$ cat config.mk
export PLATFORM = sky130hd
export DESIGN_NAME = uart_frame_parser_flat
export DESIGN_NICKNAME = d
export VERILOG_FILES = /design/src/rtl/uart_frame_parser_if.sv /design/src/rtl/uart_frame_parser.sv /design/src/flat_wrapper.sv
export SDC_FILE = /design/constraint.sdc
export NUM_CORES = 1
export LEC_CHECK = 0
export CORE_AREA = 2 2 113 115
export DETAILED_ROUTE_END_ITERATION = 7
export DIE_AREA = 0 0 115 117
export PLACE_DENSITY = 0.81
export RECOVER_POWER = 25
export SLEW_MARGIN = 0
export SYNTH_ARGS = -nofsm -noshare
export SYNTH_HDL_FRONTEND = slang
export SYNTH_SLANG_ARGS = --single-unit
$ cat constraint.sdc
create_clock -name clk -period 2.1 [get_ports clk]
set_clock_uncertainty 0.15 [all_clocks]
set_input_delay 0.42 -clock clk [delete_from_list [all_inputs] [get_ports clk]]
set_output_delay 0.42 -clock clk [all_outputs]
set_load 0.05 [all_outputs]
$ cat src/rtl/uart_frame_parser_if.sv
// UART RX FIFO read port shared between the FIFO and the frame parser.
// The FIFO presents its head byte and empty flag; the parser returns the pop strobe.
interface uart_frame_parser_if;
  logic [7:0] r_data;
  logic       rx_empty;
  logic       rd_uart;

  modport master (
    output r_data,
    output rx_empty,
    input  rd_uart
  );

  modport slave (
    input  r_data,
    input  rx_empty,
    output rd_uart
  );
endinterface

$ cat src/rtl/uart_frame_parser.sv
// Receive side of the inter-board game link.
// Pops bytes from the UART RX FIFO, hunts for the header byte, assembles a
// 6-byte payload, verifies the XOR checksum and publishes player-2 state and
// boss HP as registered outputs. Also tracks link health and error counts.
module uart_frame_parser #(
  parameter logic [7:0] HEADER       = 8'hA5,
  parameter int         BYTE_TIMEOUT = 24000,
  parameter int         LINK_TIMEOUT = 4500000
) (
  input  logic                clk,
  input  logic                rst,
  uart_frame_parser_if.slave  fifo,
  output logic [11:0]         p2_x,
  output logic [11:0]         p2_y,
  output logic [3:0]          p2_hp,
  output logic [3:0]          p2_aggro,
  output logic                p2_flip_h,
  output logic [1:0]          p2_class,
  output logic                p2_game_start,
  output logic [6:0]          boss_hp_rx,
  output logic                frame_valid,
  output logic                link_up,
  output logic [7:0]          err_cnt
);

  localparam int BT_W = $clog2(BYTE_TIMEOUT + 1);
  localparam int LT_W = $clog2(LINK_TIMEOUT + 1);
  localparam logic [BT_W-1:0] BT_LAST = BT_W'(BYTE_TIMEOUT - 1);
  localparam logic [LT_W-1:0] LT_MAX  = LT_W'(LINK_TIMEOUT);

  typedef enum logic [1:0] {
    HUNT    = 2'd0,
    PAYLOAD = 2'd1,
    CHECK   = 2'd2
  } state_t;

  state_t          state;
  state_t          state_next;
  logic            accept;
  logic            store_byte;
  logic            good_frame;
  logic            err_event;
  logic            byte_expire;
  logic [2:0]      idx;
  logic [7:0]      xor_acc;
  logic [47:0]     shadow;
  logic [BT_W-1:0] byte_timer;
  logic [LT_W-1:0] link_timer;
  logic            link_seen;
  logic            game_start_q;

  // Pop whenever the FIFO has data; reset holds the FIFO untouched.
  assign fifo.rd_uart = !fifo.rx_empty && !rst;
  assign accept       = fifo.rd_uart;
  assign byte_expire  = (byte_timer == BT_LAST);

  // Link is up only after a good frame and until the silence timer saturates.
  assign link_up       = link_seen && (link_timer != LT_MAX);
  assign p2_game_start = game_start_q && link_up;

  // Frame state register.
  always_ff @(posedge clk) begin
    if (rst) begin
      state <= HUNT;
    end else begin
      state <= state_next;
    end
  end

  // Next-state decode; an accepted byte always takes priority over a timeout.
  always_comb begin
    state_next = state;
    store_byte = 1'b0;
    good_frame = 1'b0;
    err_event  = 1'b0;
    case (state)
      HUNT: begin
        if (accept && (fifo.r_data == HEADER)) begin
          state_next = PAYLOAD;
        end
      end
      PAYLOAD: begin
        if (accept) begin
          store_byte = 1'b1;
          if (idx == 3'd5) begin
            state_next = CHECK;
          end
        end else if (byte_expire) begin
          state_next = HUNT;
          err_event  = 1'b1;
        end
      end
      CHECK: begin
        if (accept) begin
          if (fifo.r_data == xor_acc) begin
            good_frame = 1'b1;
          end else begin
            err_event = 1'b1;
          end
          state_next = HUNT;
        end else if (byte_expire) begin
          state_next = HUNT;
          err_event  = 1'b1;
        end
      end
      default: begin
        state_next = HUNT;
      end
    endcase
  end

  // Payload assembly: bytes shift in so B0 ends up in the top byte.
  always_ff @(posedge clk) begin
    if (rst) begin
      idx     <= 3'd0;
      xor_acc <= 8'd0;
      shadow  <= 48'd0;
    end else if (state == HUNT) begin
      idx     <= 3'd0;
      xor_acc <= 8'd0;
    end else if (store_byte) begin
      idx     <= idx + 3'd1;
      xor_acc <= xor_acc ^ fifo.r_data;
      shadow  <= {shadow[39:0], fifo.r_data};
    end
  end

  // Inter-byte timer; idle in HUNT, cleared by any accepted byte or a timeout.
  always_ff @(posedge clk) begin
    if (rst) begin
      byte_timer <= '0;
    end else if (accept || (state == HUNT) || (state_next == HUNT)) begin
      byte_timer <= '0;
    end else begin
      byte_timer <= byte_timer + 1'b1;
    end
  end

  // Publish a verified frame on the edge after its checksum byte.
  always_ff @(posedge clk) begin
    if (rst) begin
      frame_valid  <= 1'b0;
      p2_x         <= 12'd0;
      p2_y         <= 12'd0;
      p2_hp        <= 4'd0;
      p2_aggro     <= 4'd0;
      p2_flip_h    <= 1'b0;
      p2_class     <= 2'd0;
      game_start_q <= 1'b0;
      boss_hp_rx   <= 7'd0;
    end else begin
      frame_valid <= good_frame;
      if (good_frame) begin
        p2_x         <= shadow[47:36];
        p2_y         <= shadow[35:24];
        p2_hp        <= shadow[23:20];
        p2_aggro     <= shadow[19:16];
        p2_flip_h    <= shadow[15];
        p2_class     <= shadow[14:13];
        game_start_q <= shadow[12];
        boss_hp_rx   <= shadow[6:0];
      end
    end
  end

  // Saturating count of checksum failures and byte timeouts.
  always_ff @(posedge clk) begin
    if (rst) begin
      err_cnt <= 8'd0;
    end else if (err_event && (err_cnt != 8'hFF)) begin
      err_cnt <= err_cnt + 8'd1;
    end
  end

  // Link silence timer; a good frame wins over simultaneous expiry.
  always_ff @(posedge clk) begin
    if (rst) begin
      link_timer <= '0;
      link_seen  <= 1'b0;
    end else if (good_frame) begin
      link_timer <= '0;
      link_seen  <= 1'b1;
    end else if (link_timer != LT_MAX) begin
      link_timer <= link_timer + 1'b1;
    end
  end

endmodule

$ cat src/flat_wrapper.sv
// flat-port wrapper written by rule: the top's interface ports become plain ports
module uart_frame_parser_flat 
#(
  parameter logic [7:0] HEADER       = 8'hA5,
  parameter int         BYTE_TIMEOUT = 24000,
  parameter int         LINK_TIMEOUT = 4500000
)
  (clk, rst, p2_x, p2_y, p2_hp, p2_aggro, p2_flip_h, p2_class, p2_game_start, boss_hp_rx, frame_valid, link_up, err_cnt, fifo_r_data, fifo_rx_empty, fifo_rd_uart);
  uart_frame_parser_if fifo_i ();
  input  logic clk;
  input  logic rst;
  output logic [11:0] p2_x;
  output logic [11:0] p2_y;
  output logic [3:0] p2_hp;
  output logic [3:0] p2_aggro;
  output logic p2_flip_h;
  output logic [1:0] p2_class;
  output logic p2_game_start;
  output logic [6:0] boss_hp_rx;
  output logic frame_valid;
  output logic link_up;
  output logic [7:0] err_cnt;
  input wire logic [$bits(fifo_i.r_data)-1:0] fifo_r_data;
  input wire logic [$bits(fifo_i.rx_empty)-1:0] fifo_rx_empty;
  output wire logic [$bits(fifo_i.rd_uart)-1:0] fifo_rd_uart;
  assign fifo_i.r_data = fifo_r_data;
  assign fifo_i.rx_empty = fifo_rx_empty;
  assign fifo_rd_uart = fifo_i.rd_uart;
  uart_frame_parser #(.HEADER(HEADER), .BYTE_TIMEOUT(BYTE_TIMEOUT), .LINK_TIMEOUT(LINK_TIMEOUT)) u_core (.clk(clk), .rst(rst), .fifo(fifo_i), .p2_x(p2_x), .p2_y(p2_y), .p2_hp(p2_hp), .p2_aggro(p2_aggro), .p2_flip_h(p2_flip_h), .p2_class(p2_class), .p2_game_start(p2_game_start), .boss_hp_rx(boss_hp_rx), .frame_valid(frame_valid), .link_up(link_up), .err_cnt(err_cnt));
endmodule
# [After elaboration in Yosys (flattened, before gate mapping)]
# Index checks and enable logic that the tools add are counted.
[word_totals] romBits=0 regBits=152 n_memories=0 wordCells=62 latchBits=0 out_inout_bits=54 inputBits=11 ram_bits=0
[op_classes] n_lt_le_gt_ge=0 shifts=0 multipliers=0 n_eq_ne=8 bitwise_logic=2 n_reduce_logical=15 add_sub_neg=4 muxes=16 div=0
[op_table] op="$add A23 B1 Y23 const B" n=1
[op_table] op="$ne A23 B23 Y1 const B" n=1
[op_table] op="$add A15 B1 Y15 const B" n=1
[op_table] op="$eq A15 B15 Y1 const B" n=1
[op_table] op="$mux W2" n=5
[op_table] op="$mux W1" n=9
[op_table] op="$add A8 B1 Y8 const B" n=1
[op_table] op="$eq A8 B8 Y1" n=1
[op_table] op="$eq A8 B8 Y1 const B" n=1
[op_table] op="$ne A8 B8 Y1 const B" n=1
[op_table] op="$xor A8 B8 Y8" n=1
[op_table] op="$pmux W2 S3" n=1
[op_table] op="$reduce_or A2 Y1" n=3
[op_table] op="$logic_and A1 B1 Y1" n=5
[op_table] op="$logic_not A2 Y1" n=2
[op_table] op="$add A3 B1 Y3 const B" n=1
[op_table] op="$eq A3 B3 Y1 const B" n=1
[op_table] op="$eq A2 B1 Y1 const B" n=1
[op_table] op="$eq A2 B2 Y1 const B" n=1
[op_table] op="$logic_not A1 Y1" n=2
[op_table] op="$logic_or A1 B1 Y1" n=2
[op_table] op="$pmux W1 S2" n=1
[op_table] op="$reduce_and A2 Y1" n=1
[op_table] op="$not A1 Y1" n=1

# [Depth between registers and ports, before layout]
[logic_depth] ltp_word=8 mapped_depth=8 mapped_depth_nobuf=7

# [Worst setup path before layout]
# No wires, ideal clock.
[synth_path] kind="register -> output" from="register u_core.link_timer[0]" to="output port p2_game_start" n_path_buf=0 setup_slack_ns=-0.658 t_required_ns=1.530 t_arrival_ns=2.188 path_stages_with_launch=8 cell_sequence="dfxtp_1 > inv_1 > ha_1 > and4b_1 > nand4_1 > nor4_2 > nor2b_1 > and2_1"
[synth_via] elab_chain_cells=3
[synth_lines] item="from (decl)" line_no="uart_frame_parser.sv:48" source="logic [LT_W-1:0] link_timer;"
[synth_lines] item="from (signal assigned)" line_no="uart_frame_parser.sv:184" source="link_timer <= link_timer + 1'b1;"
[synth_lines] item="$ne A23 B23 Y1" line_no="uart_frame_parser.sv:58" source="assign link_up = link_seen && (link_timer != LT_MAX);"
[synth_lines] item="$logic_and A1 B1 Y1" line_no="uart_frame_parser.sv:58"
[synth_lines] item="net link_up" line_no="flat_wrapper.sv:21" source="output logic link_up;"
[synth_lines] item="$logic_and A1 B1 Y1" line_no="uart_frame_parser.sv:59" source="assign p2_game_start = game_start_q && link_up;"
[synth_lines] item="to (decl)" line_no="flat_wrapper.sv:18" source="output logic p2_game_start;"
# The timed path passes the listed nets, and every way through them passes these cells.

# [Worst setup path after layout]
[layout_path] from="register u_core.link_timer[1]" to="output port p2_game_start"
[layout_via] elab_chain_cells=3
[layout_lines] item="$ne A23 B23 Y1" line_no="uart_frame_parser.sv:58"
[layout_lines] item="$logic_and A1 B1 Y1" line_no="uart_frame_parser.sv:58"
[layout_lines] item="$logic_and A1 B1 Y1" line_no="uart_frame_parser.sv:59"
# Every way passes these cells.

==> reports/qor.txt <==
Worst-Margin Slew - 643 ps
Worst R2R Path Depth - 9
FF+latch count, synth - 152
Post-layout minimum cycle time - 2460 ps
Initial antenna violation count - 0
Largest cells by area after synthesis - dfxtp_1 49%, nand2_1 8.9%, nor2_1 4.9%
TritonCTS Buffers - 17
Gpl congestion - 0.880
Core area - 0.0123 mm^2
R2R Setup Slk - -150 ps
CTS Hold Bufs - 0
Vias in the first global route - 4,969
Syn Inst Count - 719
Post-synth EDFFs - 0
Count of input and output buffers - 64
1st-iter DRT viols - 363
Post-Syn Area - 0.00617 mm^2
Ys Warns - 0
Antenna cells - 0
TritonCTS Sinks - 152
H-tree depth - 4
Share of cells above drive strength 1 - 19.8%
HPWL after detailed placement - 8.76 mm
Worst endpoint required time - 1530 ps
DP Worst Slack - -304 ps
Top cells by count, synth - 152 x dfxtp_1, 146 x nand2_1, 81 x nor2_1
Min-Delay Path Depth - 2
Yosys top cell by area - dfxtp_1
Die height - 117 um
Setup crit end kind - primary output
Final setup viols - 131
Slew Viols, Final - 0
Worst setup SP type - flop
DRT Pass-1 Iters - 4
Worst Min Path Start - u_core.shadow[9]$_SDFFE_PP0P_
Xor-xnor portion of the synthesized cell area - 7.39%
Global-route wire length before repair - 22.9 mm
Yosys top cell area share - 49.4%
Mux cell area share after synthesis - 3.61%
Status - finished, violations left
Root buf cell - clkbuf_16
Compound-Gate Fraction of Synth Area - 8.77%
Worst hold path type - flop to flop
Worst-path maximum fanout - 2
Setup CP Type - flop to primary output
Post-route ant nets - 0
Largest family of logic cells by synthesized area - simple AND/OR/NAND/NOR gates
Routed WL - 15.0 mm
Slew HR - 57.3%
GRT Total Usage - 21.2%
Synth Area in Adders - 2.03%
Clk_lat worst skew - 420 ps
FMAX - 407 MHz
Synth async-reset ratio - 0%
Row cnt - 41
GRT overflow - 0
Clock-pin slew on the worst setup and hold paths - 60 ps
Final WS setup - -355 ps
Die width - 115 um
Vias per cell - 5.32
Sequential fraction of the synthesis area - 49.4%
CTS tree - yes
Leakage - 0.00308 uW
RSZ-0062 raised after global routing - true
Final period util - 117%
Worst vdd ir - 0.581 mV
Pwr dens - 725 mW/mm^2
Maximum number of pins on one net before global-route repair - 98
DR DRC count - 0
Yosys cell types - 43
Maxcap violations - 0
Mapped Nets - 740
Synth Area in Simple Gates - 25.8%
Initial Util - 50.1%
Hold EP - u_core.shadow[17]$_SDFFE_PP0P_
Final hold vios - 0
Syn avg cell area - 8.58 um^2
Count leader, synth - dfxtp_1
Bufs on Longest Clock Path - 2
R2r startpoint - u_core.state[1]$_SDFF_PP0_
Final hold slack - 304 ps
Violated checks - setup timing
Routed len/inst - 15.0 um
CP arrival - 1890 ps
DIE AREA - 0.0135 mm^2
I/O Pins - 65
Post-synthesis to final-layout area growth - 34.8%
FF-to-FF End - u_core.byte_timer[11]$_SDFF_PP0_
Ys flop type - dfxtp_1
Nets - 862
Vias - 5,337
==> kinds of logic (layout without fill, tap and decap cells) <==
family,Yosys count,count (layout)
and+or+nand+nor,336,336
DFF,152,152
AOI/OAI and AO/OA,99,99
xor gates and xnor gates,52,52
buffers and inverters,48,183
muxes,22,22
adders and majority gates,10,10
==> per-stage QoR <==
step | setup TNS [ps] | area [um^2] | std cells | total power, uW | util (%)
detailed placement | -33130 | 7410 | 957 | 3110 | 60.2
floorplan | -63.7 | 6240 | 719 | 3040 | -
finish | -9980 | 8310 | 1004 | 6020 | 67.5
CTS | -1860 | 8070 | 995 | 6040 | 65.6
global placement | -28130 | 7410 | 957 | 3110 | 60.2
global route | -24360 | 8310 | 1004 | 6200 | 67.5
==> placed cells by master, fill, tap and decap left out, drive strengths merged, types with 2 or more instances in the layout <==
master | netlist | routed
dfxtp | 152 | 152
nand2 | 146 | 146
nor2 | 82 | 82
buf | 5 | 76
a21oi | 56 | 56
clkbuf | 32 | 43
dlygate4sd2 | 0 | 35
xor2 | 29 | 29
nand2b | 28 | 28
o21ai | 27 | 27
xnor2 | 23 | 23
nand3 | 21 | 21
mux2i | 20 | 20
nand4 | 13 | 13
inv | 11 | 13
ha | 10 | 10
clkdlybuf4s50 | 0 | 9
and3 | 7 | 7
nor4b | 5 | 5
nor2b | 5 | 5
nor4 | 5 | 5
or4 | 5 | 5
nor3 | 4 | 4
and4 | 4 | 4
o31ai | 4 | 4
clkinv | 0 | 4
o21a | 3 | 3
or2 | 3 | 3
a211oi | 3 | 3
and4b | 2 | 2
o211ai | 2 | 2
clkinvlp | 0 | 2
nor3b | 2 | 2
mux2 | 2 | 2
==> worst max-delay path, cell delays in order (launching register included) <==
cell     delay [ps]
dfxtp_2         320
inv_2            70
ha_4            130
and4b_1         180
nand4_1         130
nor4_4          250
nor2b_4          80
and2_4          150
buf_12          140
==> layout make-up <==
cell class	count	area (um^2)
timing repair buffer	140	1270
clock inverter	9	90.1
tap	150	188
multi-input combinational	519	3180
inverter	11	46.3
fill	968	4000
sequential	152	3050
clock buffer	23	488
==> layer usage <==
metal	track usage [%]	share of wire [%]
met1	26.2	43
met2	35.7	50
met3	5.20	4.7
met4	8.76	2.0
met5	0	0
==> registers in the layout (all words and copies together), names as in the netlist, 2 cells and up <==
| register | count |
|---|---|
| u_core.shadow | 48 |
| u_core.link_timer | 23 |
| u_core.byte_timer | 15 |
| u_core.p2_x | 12 |
| u_core.p2_y | 12 |
| u_core.err_cnt | 8 |
| u_core.xor_acc | 8 |
| u_core.boss_hp_rx | 7 |
| u_core.p2_aggro | 4 |
| u_core.p2_hp | 4 |
| u_core.idx | 3 |
| u_core.p2_class | 2 |
| u_core.state | 2 |
==> what timing repair did <==
item | CTS | global route
setup endpoints to repair | 56 | 28
cloned | 0 | 3
pin swaps | 11 | 22
resized for setup | 56 | 48
buffers inserted | 6 | 7
==> power by group <==
group | switching [uW] | internal (uW)
combinational | 95.5 | 85.9
sequential | 3.44 | 2890
clock | 1190 | 1760
total | 1290 | 4740
==> worst max-delay path by stage <==
stage | start | endpoint | slack (ps) | depth (start not counted)
2_1_floorplan | u_core.link_timer[0]$_SDFFE_PP0N_ | p2_game_start | -60 | 7
3_3_place_gp | fifo_rx_empty | u_core.p2_x[10]$_SDFFE_PP0P_ | -240 | 9
3_5_place_dp | fifo_rx_empty | u_core.p2_y[10]$_SDFFE_PP0P_ | -300 | 9
4_1_cts | u_core.link_timer[1]$_SDFFE_PP0N_ | p2_game_start | -370 | 8
5_1_grt | u_core.link_timer[1]$_SDFFE_PP0N_ | p2_game_start | -440 | 8
6_report | u_core.link_timer[1]$_SDFFE_PP0N_ | p2_game_start | -360 | 8
(Power assumes the default switching activity.)
